<file path="config.mk">
export PLATFORM = sky130hd
export DESIGN_NAME = gated_charge_integrator_flat
export DESIGN_NICKNAME = d
export VERILOG_FILES = /design/src/rtl/gated_charge_integrator_if.sv /design/src/rtl/gated_charge_integrator.sv /design/src/flat_wrapper.sv
export SDC_FILE = /design/constraint.sdc
export NUM_CORES = 1
export LEC_CHECK = 0
export ABC_AREA = 0
export CAP_MARGIN = 20
export CORE_ASPECT_RATIO = 1.2
export CORE_UTILIZATION = 31
export CTS_CLUSTER_DIAMETER = 40
export DETAILED_ROUTE_END_ITERATION = 6
export SYNTH_ARGS = -nofsm -noshare
export SYNTH_HDL_FRONTEND = slang
export SYNTH_SLANG_ARGS = --single-unit
</file>
<file path="constraint.sdc">
create_clock -name clk -period 8.7 [get_ports clk]
set_input_delay 2.175 -clock clk [delete_from_list [all_inputs] [get_ports clk]]
set_output_delay 2.175 -clock clk [all_outputs]
set_load 0.005 [all_outputs]
</file>
<file path="src/rtl/gated_charge_integrator_if.sv">
// Sample/trigger inputs and event-result handshake for gated_charge_integrator.
interface gated_charge_integrator_if #(
    parameter int unsigned DATA_W = 14,
    parameter int unsigned ACC_W  = 30
);
    logic [DATA_W-1:0]       data_in;
    logic                    trig_in;
    logic                    out_valid;
    logic                    out_ready;
    logic signed [ACC_W-1:0] out_charge;
    logic [DATA_W-1:0]       out_peak;
    logic                    out_overflow;
    logic                    busy;
    logic                    trig_lost;

    // master: sample source + result consumer; slave: the integrator
    modport master (
        output data_in, trig_in, out_ready,
        input  out_valid, out_charge, out_peak, out_overflow, busy, trig_lost
    );
    modport slave (
        input  data_in, trig_in, out_ready,
        output out_valid, out_charge, out_peak, out_overflow, busy, trig_lost
    );
endinterface

</file>
<file path="src/rtl/gated_charge_integrator.sv">
// Per-trigger windowed integration of baseline-subtracted ADC samples, with pre-trigger
// delay line, peak tracking, saturating accumulator, result handshake and holdoff.
module gated_charge_integrator #(
    parameter int unsigned DATA_W      = 14,
    parameter int unsigned ACC_W       = 30,
    parameter int unsigned PRE_SAMPLES = 4,
    parameter int unsigned GATE_LEN    = 32,
    parameter int unsigned BASE_LOG2   = 3,
    parameter int unsigned HOLDOFF     = 16,
    parameter bit          POLARITY    = 1'b0
) (
    input logic                      clk,
    input logic                      rst,
    gated_charge_integrator_if.slave bus
);
    localparam int unsigned S_W     = DATA_W + 1;
    localparam int unsigned SUM_W   = DATA_W + BASE_LOG2;
    localparam int unsigned BCNT_W  = (BASE_LOG2 > 0) ? BASE_LOG2 : 1;
    localparam int unsigned CNT_MAX = (GATE_LEN > HOLDOFF) ? GATE_LEN : HOLDOFF;
    localparam int unsigned CNT_W   = $clog2(CNT_MAX + 1);

    localparam logic [BCNT_W-1:0]       BLK_LAST  = BCNT_W'((1 << BASE_LOG2) - 1);
    localparam logic [CNT_W-1:0]        GATE_LAST = CNT_W'(GATE_LEN - 1);
    localparam logic [CNT_W-1:0]        HOLD_LAST = CNT_W'(HOLDOFF - 1);
    localparam logic signed [ACC_W-1:0] ACC_MAX   = {1'b0, {(ACC_W-1){1'b1}}};
    localparam logic signed [ACC_W-1:0] ACC_MIN   = {1'b1, {(ACC_W-1){1'b0}}};

    typedef enum logic [1:0] {S_IDLE, S_INTEG, S_OUTPUT, S_HOLDOFF} state_e;

    state_e                  state, state_d;
    logic [DATA_W-1:0]       dline [PRE_SAMPLES];
    logic [DATA_W-1:0]       d;
    logic                    trig_prev;
    logic                    edge_c;
    logic [DATA_W-1:0]       baseline, baseline_d;
    logic                    base_valid, base_valid_d;
    logic [SUM_W-1:0]        bsum, bsum_d, bsum_nx;
    logic [BCNT_W-1:0]       bcnt, bcnt_d;
    logic signed [ACC_W-1:0] acc, acc_d, acc_sat;
    logic signed [ACC_W:0]   acc_sum;
    logic signed [S_W-1:0]   s;
    logic                    sat_hit;
    logic [DATA_W-1:0]       peak, peak_d, peak_nx;
    logic                    ovf, ovf_d;
    logic [CNT_W-1:0]        cnt, cnt_d;
    logic                    out_valid_q, out_valid_d;
    logic signed [ACC_W-1:0] out_charge_q, out_charge_d;
    logic [DATA_W-1:0]       out_peak_q, out_peak_d;
    logic                    out_overflow_q, out_overflow_d;
    logic                    busy_q;
    logic                    trig_lost_q, trig_lost_d;

    // Pre-trigger delay line: d lags data_in by PRE_SAMPLES clocks
    always_ff @(posedge clk or posedge rst) begin
        if (rst) begin
            for (int i = 0; i < int'(PRE_SAMPLES); i++) dline[i] <= '0;
        end else begin
            dline[0] <= bus.data_in;
            for (int i = 1; i < int'(PRE_SAMPLES); i++) dline[i] <= dline[i-1];
        end
    end

    assign d      = dline[PRE_SAMPLES-1];
    assign edge_c = bus.trig_in & ~trig_prev;

    // Baseline-subtracted sample, saturating add and running peak
    always_comb begin
        if (POLARITY) s = $signed({1'b0, baseline}) - $signed({1'b0, d});
        else          s = $signed({1'b0, d}) - $signed({1'b0, baseline});
        acc_sum = (ACC_W+1)'(acc) + (ACC_W+1)'(s);
        sat_hit = acc_sum[ACC_W] != acc_sum[ACC_W-1];
        if (sat_hit) acc_sat = acc_sum[ACC_W] ? ACC_MIN : ACC_MAX;
        else         acc_sat = acc_sum[ACC_W-1:0];
        peak_nx = (!s[S_W-1] && (s[DATA_W-1:0] > peak)) ? s[DATA_W-1:0] : peak;
        bsum_nx = bsum + SUM_W'(d);
    end

    // Next-state and datapath update
    always_comb begin
        state_d        = state;
        baseline_d     = baseline;
        base_valid_d   = base_valid;
        bsum_d         = bsum;
        bcnt_d         = bcnt;
        acc_d          = acc;
        peak_d         = peak;
        ovf_d          = ovf;
        cnt_d          = cnt;
        out_valid_d    = out_valid_q;
        out_charge_d   = out_charge_q;
        out_peak_d     = out_peak_q;
        out_overflow_d = out_overflow_q;
        trig_lost_d    = 1'b0;

        unique case (state)
            S_IDLE: begin
                if (bcnt == BLK_LAST) begin
                    baseline_d   = DATA_W'(bsum_nx >> BASE_LOG2);
                    base_valid_d = 1'b1;
                    bsum_d       = '0;
                    bcnt_d       = '0;
                end else begin
                    bsum_d = bsum_nx;
                    bcnt_d = bcnt + BCNT_W'(1);
                end
                if (edge_c) begin
                    if (base_valid) begin
                        state_d = S_INTEG;
                        acc_d   = '0;
                        peak_d  = '0;
                        ovf_d   = 1'b0;
                        cnt_d   = '0;
                        // partial baseline block is discarded on leaving IDLE
                        bsum_d  = '0;
                        bcnt_d  = '0;
                    end else begin
                        trig_lost_d = 1'b1;
                    end
                end
            end
            S_INTEG: begin
                trig_lost_d = edge_c;
                acc_d       = acc_sat;
                peak_d      = peak_nx;
                ovf_d       = ovf | sat_hit;
                cnt_d       = cnt + CNT_W'(1);
                if (cnt == GATE_LAST) begin
                    out_charge_d   = acc_sat;
                    out_peak_d     = peak_nx;
                    out_overflow_d = ovf | sat_hit;
                    out_valid_d    = 1'b1;
                    state_d        = S_OUTPUT;
                end
            end
            S_OUTPUT: begin
                trig_lost_d = edge_c;
                if (out_valid_q && bus.out_ready) begin
                    out_valid_d = 1'b0;
                    cnt_d       = '0;
                    state_d     = (HOLDOFF == 0) ? S_IDLE : S_HOLDOFF;
                end
            end
            S_HOLDOFF: begin
                trig_lost_d = edge_c;
                cnt_d       = cnt + CNT_W'(1);
                if (cnt == HOLD_LAST) state_d = S_IDLE;
            end
            default: state_d = S_IDLE;
        endcase
    end

    always_ff @(posedge clk or posedge rst) begin
        if (rst) begin
            state          <= S_IDLE;
            trig_prev      <= 1'b0;
            baseline       <= '0;
            base_valid     <= 1'b0;
            bsum           <= '0;
            bcnt           <= '0;
            acc            <= '0;
            peak           <= '0;
            ovf            <= 1'b0;
            cnt            <= '0;
            out_valid_q    <= 1'b0;
            out_charge_q   <= '0;
            out_peak_q     <= '0;
            out_overflow_q <= 1'b0;
            busy_q         <= 1'b0;
            trig_lost_q    <= 1'b0;
        end else begin
            state          <= state_d;
            trig_prev      <= bus.trig_in;
            baseline       <= baseline_d;
            base_valid     <= base_valid_d;
            bsum           <= bsum_d;
            bcnt           <= bcnt_d;
            acc            <= acc_d;
            peak           <= peak_d;
            ovf            <= ovf_d;
            cnt            <= cnt_d;
            out_valid_q    <= out_valid_d;
            out_charge_q   <= out_charge_d;
            out_peak_q     <= out_peak_d;
            out_overflow_q <= out_overflow_d;
            busy_q         <= (state_d != S_IDLE);
            trig_lost_q    <= trig_lost_d;
        end
    end

    assign bus.out_valid    = out_valid_q;
    assign bus.out_charge   = out_charge_q;
    assign bus.out_peak     = out_peak_q;
    assign bus.out_overflow = out_overflow_q;
    assign bus.busy         = busy_q;
    assign bus.trig_lost    = trig_lost_q;
endmodule

</file>
<file path="src/flat_wrapper.sv">
// flat-port wrapper written by rule: the top's interface ports become plain ports
module gated_charge_integrator_flat 
#(
    parameter int unsigned DATA_W      = 14,
    parameter int unsigned ACC_W       = 30,
    parameter int unsigned PRE_SAMPLES = 4,
    parameter int unsigned GATE_LEN    = 32,
    parameter int unsigned BASE_LOG2   = 3,
    parameter int unsigned HOLDOFF     = 16,
    parameter bit          POLARITY    = 1'b0
)
  (clk, rst, bus_data_in, bus_trig_in, bus_out_ready, bus_out_valid, bus_out_charge, bus_out_peak, bus_out_overflow, bus_busy, bus_trig_lost);
  gated_charge_integrator_if #(.DATA_W(DATA_W), .ACC_W(ACC_W)) bus_i ();
  input logic clk;
  input logic rst;
  input wire logic [$bits(bus_i.data_in)-1:0] bus_data_in;
  input wire logic [$bits(bus_i.trig_in)-1:0] bus_trig_in;
  input wire logic [$bits(bus_i.out_ready)-1:0] bus_out_ready;
  output wire logic [$bits(bus_i.out_valid)-1:0] bus_out_valid;
  output wire logic [$bits(bus_i.out_charge)-1:0] bus_out_charge;
  output wire logic [$bits(bus_i.out_peak)-1:0] bus_out_peak;
  output wire logic [$bits(bus_i.out_overflow)-1:0] bus_out_overflow;
  output wire logic [$bits(bus_i.busy)-1:0] bus_busy;
  output wire logic [$bits(bus_i.trig_lost)-1:0] bus_trig_lost;
  assign bus_i.data_in = bus_data_in;
  assign bus_i.trig_in = bus_trig_in;
  assign bus_i.out_ready = bus_out_ready;
  assign bus_out_valid = bus_i.out_valid;
  assign bus_out_charge = bus_i.out_charge;
  assign bus_out_peak = bus_i.out_peak;
  assign bus_out_overflow = bus_i.out_overflow;
  assign bus_busy = bus_i.busy;
  assign bus_trig_lost = bus_i.trig_lost;
  gated_charge_integrator #(.DATA_W(DATA_W), .ACC_W(ACC_W), .PRE_SAMPLES(PRE_SAMPLES), .GATE_LEN(GATE_LEN), .BASE_LOG2(BASE_LOG2), .HOLDOFF(HOLDOFF), .POLARITY(POLARITY)) u_core (.clk(clk), .rst(rst), .bus(bus_i));
endmodule
</file>
== Yosys cells after proc, flatten, opt, wreduce, memory -nomap -nowiden ==
Cells that the tools add are included.

* Flip-flop bits (word level): 193
* Input bits: 18
* Output and inout port bits: 48
* Logic and storage cells: 88

* $add $sub $neg: 5
* $lt $le $gt $ge: 1
* Equal/unequal tests: 11
* Muxes and demuxes: 34
* Bitwise logic cells: 3
* Reduce and logical (&&, ||, !) cells: 14

{| class="wikitable"
|+ Operators with widths
! kind !! count
|-
| 30-bit 2-to-1 mux || 4
|-
| 30-bit case mux with 2 select lines || 1
|-
| 17-bit 2-to-1 mux || 3
|-
| 14-bit 2-to-1 mux || 3
|-
| 30-bit by 15-bit adder with 31-bit output || 1
|-
| 14-bit case mux with 2 select lines || 1
|-
| 6-bit 2-to-1 mux || 3
|-
| 6-bit case mux with 3 select lines || 1
|-
| 17-bit by 14-bit adder with 17-bit output || 1
|-
| 14-bit by 14-bit subtractor with 15-bit output || 1
|-
| 14-bit greater-than comparator || 1
|-
| 2-bit 2-to-1 mux || 5
|-
| 3-bit 2-to-1 mux || 3
|-
| 3-bit AND reduction || 3
|-
| 2-bit by 1-bit inequality test with 1-bit output, second input constant || 4
|-
| 2-bit case mux with 4 select lines || 1
|-
| 6-bit by 1-bit adder with 6-bit output, second input constant || 1
|-
| 6-bit by 4-bit == test with 1-bit output, second input constant || 1
|-
| 6-bit by 5-bit == test with 1-bit output, second input constant || 1
|-
| 1-bit 2-to-1 mux || 6
|-
| 1-bit case mux with 2 select lines || 3
|-
| 2-bit nonzero test || 3
|-
| 2-bit == test, second input constant || 2
|-
| 2-bit AND reduction || 2
|-
| other kinds (12) || 13
|}

== Longest topological paths before layout ==
* Word-level depth: 5
* Depth in mapped cells: 23
* Mapped depth without buffers: 19

== Worst setup path before layout ==
OpenSTA, ideal clock, no wires.

* Path type: register to register
* From: reg u_core.baseline[2]
* To: reg u_core.out_charge_q[0] (netlist: u_core.bus.out_charge[0])
* Setup time: 0.132 ns
* Arrival time: 4.727 ns
* Required time: 8.568 ns
* Slack: 3.841 ns
* Stages on the path, launching flop included: 22
* Buffers on the path: 3
* Clock period less this slack: 4.859 ns
* Cells stage by stage: dfrtp_1 > inv_1 > ha_1 > nor2b_1 > o21ai_1 > a21boi_0 > o21ai_0 > o21ai_1 > o41a_1 > inv_2 > clkbuf_1 > ha_1 > buf_2 > a21oi_1 > o21ai_1 > a221oi_1 > o211ai_1 > or2_2 > clkbuf_1 > maj3_1 > mux2i_1 > o21ai_0

* Cells in the longest elaborated chain, start to end: 4
* Elaborated cells between the ends (all ways): 5
* Those cells by class: 2 x add/sub; 1 x eq/ne; 2 x mux

{| class="wikitable"
|+ RTL lines
! element !! line !! RTL
|-
| start, declared || gated_charge_integrator.sv:35 || <nowiki>logic [DATA_W-1:0] baseline, baseline_d;</nowiki>
|-
| start signal, assigned || gated_charge_integrator.sv:173 || <nowiki>baseline <= baseline_d;</nowiki>
|-
| 14-bit by 14-bit subtractor with 15-bit output (*) || gated_charge_integrator.sv:69 || <nowiki>else s = $signed({1'b0, d}) - $signed({1'b0, baseline});</nowiki>
|-
| 30-bit by 15-bit adder with 31-bit output (*) || gated_charge_integrator.sv:70 || <nowiki>acc_sum = (ACC_W+1)'(acc) + (ACC_W+1)'(s);</nowiki>
|-
| 30-bit 2-to-1 mux or 1-bit inequality test (tied branches) || gated_charge_integrator.sv:72, gated_charge_integrator.sv:71 ||
|-
| 30-bit 2-to-1 mux (*) || gated_charge_integrator.sv:72 || <nowiki>if (sat_hit) acc_sat = acc_sum[ACC_W] ? ACC_MIN : ACC_MAX;</nowiki>
|-
| end signal, assigned || gated_charge_integrator.sv:182 || <nowiki>out_charge_q <= out_charge_d;</nowiki>
|-
| end, declared || gated_charge_integrator.sv:47 || <nowiki>logic signed [ACC_W-1:0] out_charge_q, out_charge_d;</nowiki>
|}

Every way passes the cells marked *; elsewhere a longest branch is shown, timed or not.
A chain may end at the register's enable or synchronous reset.

== Final worst setup path ==
* From: reg u_core.baseline[0]
* To: reg u_core.acc[15]

* Cells in the longest elaborated chain, start to end: 5
* Elaborated cells between the ends (all ways): 6
* Those cells by class: 2 x add/sub; 1 x eq/ne; 3 x mux

{| class="wikitable"
|+ RTL lines
! element !! line !! RTL
|-
| 14-bit by 14-bit subtractor with 15-bit output (*) || gated_charge_integrator.sv:69 ||
|-
| 30-bit by 15-bit adder with 31-bit output (*) || gated_charge_integrator.sv:70 ||
|-
| 30-bit 2-to-1 mux or 1-bit inequality test (tied branches) || gated_charge_integrator.sv:72, gated_charge_integrator.sv:71 ||
|-
| 30-bit 2-to-1 mux (*) || gated_charge_integrator.sv:72 ||
|-
| 30-bit case mux with 2 select lines (*) || gated_charge_integrator.sv:95 || <nowiki>unique case (state)</nowiki>
|-
| end signal, assigned || gated_charge_integrator.sv:160 || <nowiki>acc <= '0;</nowiki>
|-
| end signal, assigned || gated_charge_integrator.sv:177 || <nowiki>acc <= acc_d;</nowiki>
|-
| end, declared || gated_charge_integrator.sv:39 || <nowiki>logic signed [ACC_W-1:0] acc, acc_d, acc_sat;</nowiki>
|}

Marks and branches as above.

==> impl_metrics.csv <==
group,metric,value,unit
cts,post_cts_buffers,0,
cts,insertion_delay,0.45,ns
synth,async_flop_share,1.00,
critical_path,crit_arrival,6.41,ns
timing,slew_viol_final,0,
critical_path,path_class,"reg2reg",
synth,yosysTopAreaCellShare,0.447,
synth,ys_seq_area_frac,0.447,
final_layout,nFillCells,3452,
global_route,grt_first_pass_wirelength,45.8,mm
synth,ys_warn_count,0,
cts,clk_pin_slew,0.08,ns
synth,yosys_most_used_dff,"dfrtp_1",
global_route,grt_start_max_net_pins,130,
drt,drtPass1Iterations,5,
floorplan,die_h,206,um
synth,netlist_area,10800,um2
run,maxCapViolations,0,
floorplan,start_util,0.316,
cts,clock-sinks,193,
drt,postRouteAntennaNets,0,
cts,cts.repair.resized,0,
cts,numCtsBuffers,17,
synth,synthTopCellsByArea,"dfrtp_1, ha_1, o21ai_0, a21oi_1, nand2_1",
place,dpl.hpwl,21.0,mm
worst_hold_path,hp-class,"reg2reg",
synth,synth_fa_ha_area_frac,0.102,
drt,vias_per_cell,5.20,
timing,rsz0062_at_grt,"no",
drt,finalWirelength,28.4,mm
critical_path,cp_max_fo,34,
drt,vias,8705,
global_route,first_global_vias,8725,
synth,yosys.area.top_type,"dfrtp_1",
timing,finalSetupTns,0,ns
global_route,antenna_found_initial,0,
place,portBuffers,65,
synth,ys_seq_elements,193,
synth,syn_nets,1262,
place,gp_congestion,0.920,
final_layout,syn_to_final_growth,15.6,%
timing,period_share,0.693,
cts,cts_tree,"yes",
critical_path,worst_ep_required_time,9.08,ns
global_route,grt-ovfl-total,0,
final_layout,nNetsFinal,1307,
critical_path,end_kind,"flop",
drt,drc,0,
cts,htree_levels,4,
timing,setup_viol,0,
timing,worst_slew_pin_slew,0.985,ns
floorplan,ios,66,
critical_path,critPathLaunchType,"flop",
synth,synth_edf_count,0,
synth,yosysUniqueCellTypes,77,
synth,muxShareOfSynthArea,0.0198,
floorplan,core_area,34200,um2
synth,synth_top_family_by_area,"compound AO/OA/AOI/OAI gates",
synth,synth_xor_area_frac,0.0373,
timing,fmax,0.166,GHz
synth,yosysMostFrequentCell,"dfrtp_1",
final_layout,drive_gt1_frac,0.0500,
final_layout,insertedDiodeCount,0,
synth,synth_common_cells,"dfrtp_1, nand2_1, o21ai_0",
drt,drtIter0Drc,439,
floorplan,std_cell_rows,74,
cts,cts_hold_buffers,0,
drt,routedWlPerCell,16.9,um
floorplan,fp.dieW,172,um
floorplan,die_area,35600,um2
cts,cts-root-buf,"clkbuf_16",
synth,synth-compound-area-share,0.197,
timing,skew,0.0154,ns
cts,cts_buffer_depth,2,
outcome,status,"complete, no violations",
timing,relSlewSlack,0.335,
timing,hold_viol_final,0,
synth,syn_inst,1161,
synth,syn_avg_cell_area,9.30,um2
global_route,grtUsageTotal,0.167,
timing,period_needed,6.03,ns
synth,synthSimpleGateAreaFrac,0.150,
## worst paths after layout
kind	cells after the start	endpoint	startpoint	slack, ns
worst min-delay path	0	u_core.dline[23]$_DFF_PP0_	u_core.dline[37]$_DFF_PP0_	0.35
max in group asynchronous	3	u_core.baseline[9]$_DFFE_PP0P_	rst	4.96
worst max-delay path	19	u_core.acc[15]$_DFFE_PP0P_	u_core.baseline[0]$_DFFE_PP0P_	2.67
min in group asynchronous	2	u_core.dline[45]$_DFF_PP0_	rst	2.30
worst max register to register	19	u_core.acc[15]$_DFFE_PP0P_	u_core.baseline[0]$_DFFE_PP0P_	2.67
worst min register to register	0	u_core.dline[23]$_DFF_PP0_	u_core.dline[37]$_DFF_PP0_	0.35
## worst max-delay path, cell delays in order (launching register included)
cell       delay [ns]
dfrtp_1          0.39
ha_1             0.23
fa_1             0.42
nor2b_1          0.13
o21ai_1          0.08
a21boi_0         0.35
o21ai_0          0.21
o21ai_1          0.20
o41a_1           0.45
inv_2            0.40
ha_1             0.54
nand4_1          0.23
nor4_1           0.32
o2111ai_1        0.17
nand3_2          0.16
a41o_1           0.39
mux2i_2          0.63
buf_4            0.32
or3_1            0.16
a32o_1           0.16
## final cells by class
type	instances	area [um2]	share of cell area
flip-flops and latches	193	4830	0.387
multi-input cells	840	5480	0.439
inverters	80	308	0.0247
repair buffers	74	718	0.0575
clock buffers	18	439	0.0352
clock inverters	14	141	0.0113
well taps	456	571	0.0457
## registers in the layout, indices dropped and copies added, names as in the netlist, 2 cells and up
name / cells
u_core.acc: 30
u_core.baseline: 14
u_core.bcnt: 3
u_core.bsum: 17
u_core.bus.out_charge: 30
u_core.bus.out_peak: 14
u_core.cnt: 6
u_core.d: 14
u_core.dline: 42
u_core.peak: 14
u_core.state: 2
## through the flow
stage | std cells | util | instance area [um2] | setup WS, ns | hold WS (ns)
final | 1675 | 0.365 | 12500 | 2.67 | 0.347
after global routing | 1675 | 0.365 | 12500 | 2.17 | 0.352
after detailed placement | 1643 | 0.348 | 11900 | 2.77 | 0.335
after CTS | 1675 | 0.365 | 12500 | 2.72 | 0.348
after global placement | 1643 | 0.348 | 11900 | 2.94 | 0.331
after floorplan | 1161 | - | 10800 | 1.27 | 0.331
## cells by family after synthesis
logic type	Yosys count
AOI/OAI and AO/OA	342
xor gates and xnor gates	46
adders and majority gates	87
buffers and inverters	128
DFF	193
muxes	21
and+or+nand+nor	344
## layer usage
metal	global-route usage	routed length, um	up-vias
li1	-	-	4242
met1	0.191	11800	4236
met3	0.0234	811	58
met2	0.302	14600	169
met4	0.0828	1160	0
met5	0	0	-
## layout by cell type (no fill, tap or decap), types with 9 or more instances in the layout
master / count
nand3_1: 35
clkdlybuf4s50_1: 65
a21o_1: 21
ha_1: 80
and2_1: 12
clkbuf_16: 17
a31oi_1: 21
o22ai_1: 14
nand2_1: 115
o21bai_1: 9
inv_1: 77
nor3_1: 30
a21oi_1: 89
nor2_1: 81
o211ai_1: 16
nand4_1: 11
xor2_1: 20
mux2i_1: 17
nand2b_1: 11
xnor2_1: 26
buf_4: 9
dfrtp_1: 193
a211oi_1: 10
o21ai_0: 96
Power is not shown: default switching activity piles up to over one toggle a cycle in this logic, so the estimate is an artifact.
